**src/rtl/pc_sequencer.sv**
```systemverilog
// pc_sequencer
//   Drives the PC register's write enable and next value for the multi-cycle
//   16-bit core. Each fetch produces one sequential-increment write. One
//   completion/redirect event per instruction may produce a second write
//   (taken branch, jump, call, return). A circular return-address stack
//   serves call/return.
//
// Ports
//   CLK, RST_N            clock, async active-low reset
//   input_PS_fetch        request sequential increment (IDLE only)
//   input_PS_curPC        current PC register value
//   input_PS_stall        freeze everything, suppress writes
//   input_PS_seqDone      instruction finished, no redirect
//   input_PS_brValid/brTaken/target   branch resolution and target
//   input_PS_jmpValid/link            jump, optionally a call (push curPC)
//   input_PS_retValid     return, target popped from the RAS
//   output_PS_PCWrite     registered single-cycle PC write pulse
//   output_PS_newPC       registered next PC, holds between pulses
//   output_PS_rasEmpty/rasFull        RAS occupancy flags
//   output_PS_err         sticky RAS overflow/underflow flag
module pc_sequencer #(
    parameter int          RAS_DEPTH = 4,
    parameter logic [15:0] INC       = 16'd2
) (
    input  logic        CLK,
    input  logic        RST_N,
    input  logic        input_PS_fetch,
    input  logic [15:0] input_PS_curPC,
    input  logic        input_PS_stall,
    input  logic        input_PS_seqDone,
    input  logic        input_PS_brValid,
    input  logic        input_PS_brTaken,
    input  logic [15:0] input_PS_target,
    input  logic        input_PS_jmpValid,
    input  logic        input_PS_link,
    input  logic        input_PS_retValid,
    output logic        output_PS_PCWrite,
    output logic [15:0] output_PS_newPC,
    output logic        output_PS_rasEmpty,
    output logic        output_PS_rasFull,
    output logic        output_PS_err
);
    localparam int CW = $clog2(RAS_DEPTH + 1);
    localparam int PW = $clog2(RAS_DEPTH);

    typedef enum logic {IDLE, DECIDE} state_t;

    state_t          state, state_nxt;
    logic            pc_write, pcw_nxt;
    logic [15:0]     new_pc, npc_nxt;
    logic [CW-1:0]   cnt, cnt_nxt;
    logic [PW-1:0]   ptr, ptr_nxt;          // next free slot
    logic [PW-1:0]   ptr_inc, ptr_dec;
    logic            err, err_nxt;
    logic            push;
    logic            full, empty;
    logic [15:0]     ras [RAS_DEPTH];

    // Depth need not be a power of two, so wrap explicitly.
    assign ptr_inc = (ptr == PW'(RAS_DEPTH - 1)) ? '0 : ptr + 1'b1;
    assign ptr_dec = (ptr == '0) ? PW'(RAS_DEPTH - 1) : ptr - 1'b1;
    assign full    = (cnt == CW'(RAS_DEPTH));
    assign empty   = (cnt == '0);

    always_comb begin
        state_nxt = state;
        pcw_nxt   = 1'b0;
        npc_nxt   = new_pc;
        cnt_nxt   = cnt;
        ptr_nxt   = ptr;
        err_nxt   = err;
        push      = 1'b0;
        if (!input_PS_stall) begin
            case (state)
                IDLE: begin
                    if (input_PS_fetch) begin
                        pcw_nxt   = 1'b1;
                        npc_nxt   = input_PS_curPC + INC;
                        state_nxt = DECIDE;
                    end
                end
                DECIDE: begin
                    // The cycle carrying the increment pulse is skipped: curPC
                    // only becomes the incremented value after that pulse
                    // lands, and this keeps the two pulses non-adjacent.
                    if (!pc_write) begin
                        if (input_PS_retValid) begin
                            state_nxt = IDLE;
                            if (!empty) begin
                                pcw_nxt = 1'b1;
                                npc_nxt = ras[ptr_dec];
                                ptr_nxt = ptr_dec;
                                cnt_nxt = cnt - 1'b1;
                            end else begin
                                err_nxt = 1'b1;
                            end
                        end else if (input_PS_jmpValid) begin
                            state_nxt = IDLE;
                            pcw_nxt   = 1'b1;
                            npc_nxt   = input_PS_target;
                            if (input_PS_link) begin
                                // Full push overwrites the oldest entry,
                                // which is exactly the slot at ptr.
                                push    = 1'b1;
                                ptr_nxt = ptr_inc;
                                if (full) err_nxt = 1'b1;
                                else      cnt_nxt = cnt + 1'b1;
                            end
                        end else if (input_PS_brValid) begin
                            state_nxt = IDLE;
                            if (input_PS_brTaken) begin
                                pcw_nxt = 1'b1;
                                npc_nxt = input_PS_target;
                            end
                        end else if (input_PS_seqDone) begin
                            state_nxt = IDLE;
                        end
                    end
                end
                default: state_nxt = IDLE;
            endcase
        end
    end

    always_ff @(posedge CLK or negedge RST_N) begin
        if (!RST_N) begin
            state    <= IDLE;
            pc_write <= 1'b0;
            new_pc   <= 16'h0000;
            cnt      <= '0;
            ptr      <= '0;
            err      <= 1'b0;
        end else begin
            state    <= state_nxt;
            pc_write <= pcw_nxt;
            new_pc   <= npc_nxt;
            cnt      <= cnt_nxt;
            ptr      <= ptr_nxt;
            err      <= err_nxt;
        end
    end

    // Entry storage needs no reset; occupancy lives in cnt.
    always_ff @(posedge CLK) begin
        if (push) ras[ptr] <= input_PS_curPC;
    end

    assign output_PS_PCWrite  = pc_write;
    assign output_PS_newPC    = new_pc;
    assign output_PS_rasEmpty = empty;
    assign output_PS_rasFull  = full;
    assign output_PS_err      = err;
endmodule

```
**config.mk**
```make
export PLATFORM = sky130hd
export DESIGN_NAME = pc_sequencer
export DESIGN_NICKNAME = d
export VERILOG_FILES = /design/src/rtl/pc_sequencer.sv
export SDC_FILE = /design/constraint.sdc
export NUM_CORES = 1
export LEC_CHECK = 0
export ABC_AREA = 0
export ABC_CLOCK_PERIOD_IN_PS = 4450
export BUFFER_PORTS_ARGS = -buffer_cell sky130_fd_sc_hd__buf_2
export CORE_MARGIN = 1
export CORE_UTILIZATION = 57
export DETAILED_ROUTE_END_ITERATION = 7
export PLACE_DENSITY = 0.86
export SYNTH_ARGS = -nofsm -noshare
export SYNTH_HDL_FRONTEND = slang
export SYNTH_SLANG_ARGS = --single-unit
export TNS_END_PERCENT = 20
```
**constraint.sdc**
```tcl
create_clock -name CLK -period 4.45 [get_ports CLK]
set_input_delay 0.2225 -clock CLK [delete_from_list [all_inputs] [get_ports CLK]]
set_output_delay 0.2225 -clock CLK [all_outputs]
set_load 0.01 [all_outputs]
```
==> impl_metrics.env <==
export IMPL_finalInstanceArea_mm2=0.004638
export IMPL_maxSlewViolCount=0
export IMPL_status="completed"
export IMPL_yosysWarningCount=0
export IMPL_cts_root_buffer="clkbuf_8"
export IMPL_htreeDepth=3
export IMPL_viasPerCell=5.837
export IMPL_p_leak_nw=1.803
export IMPL_cts_setup_buffers=0
export IMPL_post_place_ws_ps=1341
export IMPL_syn_avg_cell_area_um2=14.84
export IMPL_placed_cells=419
export IMPL_antenna_cells=0
export IMPL_critPathMaxStageDelay_ps=1210
export IMPL_p_total_mw=2.495
export IMPL_hold_class="in -> reg"
export IMPL_grt_pass1_vias=2617
export IMPL_core_mm2=0.006832
export IMPL_vdd_drop_max_uv=222.9
export IMPL_layout_drive_gt1_share_pct=32.06
export IMPL_grt_setup_unrepaired="false"
export IMPL_clk_path_buf_depth=2
export IMPL_grt_pass1_wl_mm=13.37
export IMPL_grt_max_degree=39
export IMPL_cts_tree="built"
export IMPL_crit_type="reg -> reg"
export IMPL_drtAntennaViolNets=0
export IMPL_setup_slack_ps=1325
export IMPL_cp_max_fo=38
export IMPL_fp_dieArea_mm2=0.007476
export IMPL_clkLatencyLatePin_ps=360
export IMPL_startpoint_type="register"
export IMPL_cp_top_family="simple AND/OR/NAND/NOR gates"
export IMPL_io_pins=62
export IMPL_io_buffers=61
export IMPL_min_period_ps=3125
export IMPL_ys_types=42
export IMPL_die_w_um=86.47
export IMPL_grtUsageTotal_pct=24.49
export IMPL_fp_dieH_um=86.47
export IMPL_fmax_mhz=320.0
export IMPL_drtIter0Drc=143
export IMPL_fin_tns_setup_ps=0
export IMPL_wl_per_cell_um=18.90
export IMPL_setup_viol=0
export IMPL_cts_made_buffers=9
export IMPL_finish_net_count=383
export IMPL_cp_cell_sequence="or3b_4, nor3_1, and2_1"
export IMPL_clk_pin_slew_ps=90
export IMPL_routed_wl_mm=8.240
export IMPL_synth_flop_cell="edfxtp_1"
export IMPL_start_util_pct=59.52
export IMPL_slew_limit_headroom_pct=14.14
export IMPL_synth_area_mm2=0.004066
export IMPL_worst_pin_slew_ps=1288
export IMPL_drc=0
export IMPL_final_cells=436
export IMPL_fin_crit_sh_pct=70.23
export IMPL_gr_total_overflow=0
export IMPL_endpoint_kind="register"
export IMPL_required_ps=4430
export IMPL_numClockSinks=88
export IMPL_routabilityCongestion=0.7695
export IMPL_first_pass_iters=6
export IMPL_syn_nets=322
export IMPL_synth_edf_count=64
export IMPL_antenna_found_initial=0
export IMPL_power_density_mw_per_mm2=537.9
export IMPL_postSynthCellCount=274
export IMPL_clock_skew_ps=8.310
export IMPL_holdWs_ps=117.6
export IMPL_arrival_ps=3110
export IMPL_vias=2545
export IMPL_maxCapViolations=0
export IMPL_fill_cells=485
export IMPL_placedInstanceArea_mm2=0.004418
export IMPL_core_rowCount=30
export IMPL_hold_viol=0
export IMPL_synth_seq_cells=88
export IMPL_areaGrowthSynthToFinish_pct=14.06
export IMPL_worst_path_buf_inv=0
export IMPL_post_route_util_pct=67.89
export IMPL_critPathSlowestCell="dfrtp_1"
export IMPL_async_flop_share_pct=27.27
export IMPL_synth_seq_area_share_pct=62.03
export IMPL_hpwl_mm=5.437
-- area by class of cell --
type | instances | area (µm²) | share of cell area (%)
Timing Repair Buffer | 64 | 330.3 | 7.122
Clock inverter | 7 | 86.33 | 1.861
Clock buffer | 9 | 123.9 | 2.671
Multi-Input combinational cell | 159 | 1406 | 30.32
Tap cell | 96 | 120.1 | 2.590
Inverter | 13 | 48.80 | 1.052
Sequential cell | 88 | 2522 | 54.38
-- synth_stat cells (6+ instances only) --
library cell,count,area [µm²]
edfxtp_1,64,1922
dfrtp_1,24,600.6
mux2i_1,15,150.1
mux4_2,15,337.8
nand2_1,14,52.55
inv_1,13,48.80
nor3_1,13,65.06
a21oi_1,7,35.03
nor2_1,6,22.52
nor4_1,6,37.54
or3_1,6,37.54
-- worst reg2reg max path, cell delays in order (launching register included) --
cell and delay, ps:
dfrtp_1 1210, or3b_4 490, nor3_1 300, and2_1 760
-- where the power goes --
| group | leakage [nW] | total [mW] | switching (mW) | internal, mW |
|---|---|---|---|---|
| logic | 0.831 | 0.823 | 0.412 | 0.411 |
| registers | 0.866 | 1.08 | 0.0914 | 0.990 |
| clock network | 0.106 | 0.591 | 0.279 | 0.311 |
-- path summary, 6_finish.rpt --
check,startpoint,endpoint,slack [ps],cells after the start
max,state,ras[0][6],1320,3
min,input_PS_curPC[15],ras[0][15],120,1
max reg2reg,state,ras[0][6],1320,3
min reg2reg,output_PS_err,output_PS_err,470,1
max in group asynchronous,RST_N,output_PS_newPC[12],3630,2
min in group asynchronous,RST_N,cnt[1],410,2
-- registers in the layout, summed over array words and instances (netlist names) --
| name | count |
|---|---|
| cnt | 3 |
| ras | 64 |
| ptr | 2 |
| state | 1 |
| output_PS_PCWrite | 1 |
| output_PS_newPC | 16 |
| output_PS_err | 1 |
-- placed cells by master, fill, tap and decap left out, drive strengths merged, types with 4 or more instances in the layout --
master	synthesis	layout
nor3	13	13
nor2	6	6
a21o	5	5
o31ai	6	6
mux4	15	15
xnor2	5	5
and2	4	4
ha	5	5
a211oi	4	4
nand2	14	14
nand3b	4	4
buf	9	63
clkinv	0	4
dfrtp	24	24
mux2i	15	15
inv	13	13
a21oi	11	11
edfxtp	64	64
o21ai	6	6
o21a	4	4
nand4	4	4
or3	6	6
a32o	4	4
nor4	6	6
clkbuf	5	9
-- layer usage --
layer / vias to the layer above / track usage [%] / share of wire (%) / wire [µm]
met1: 1250 / 33.95 / 43 / 3580
met4: 0 / 7.727 / 1.1 / 88
met5: - / 0 / 0 / 0
met2: 105 / 39.61 / 48 / 3991
met3: 11 / 4.857 / 7.0 / 579
li1: 1179 / - / - / -
-- repair_timing --
item | in CTS | in global routing
endpoints found under the setup margin | 0 | 0
hold buffers | 1 | 0
gates resized for setup | 0 | 0
endpoints found under the hold margin | 24 | 0
-- cell families after synthesis --
group                    count (synthesis)  synth area share [%]
buffers and inverters                   27                 3.385
multiplexers                            33                 12.83
AO/OA/AOI/OAI                           46                 9.046
adder cells (fa/ha/maj)                  6                 2.031
flip-flops                              88                 62.03
AND/OR/NAND/NOR                         66                 8.954
XOR/XNOR                                 8                 1.723
Power figures use the tool's default switching activity.
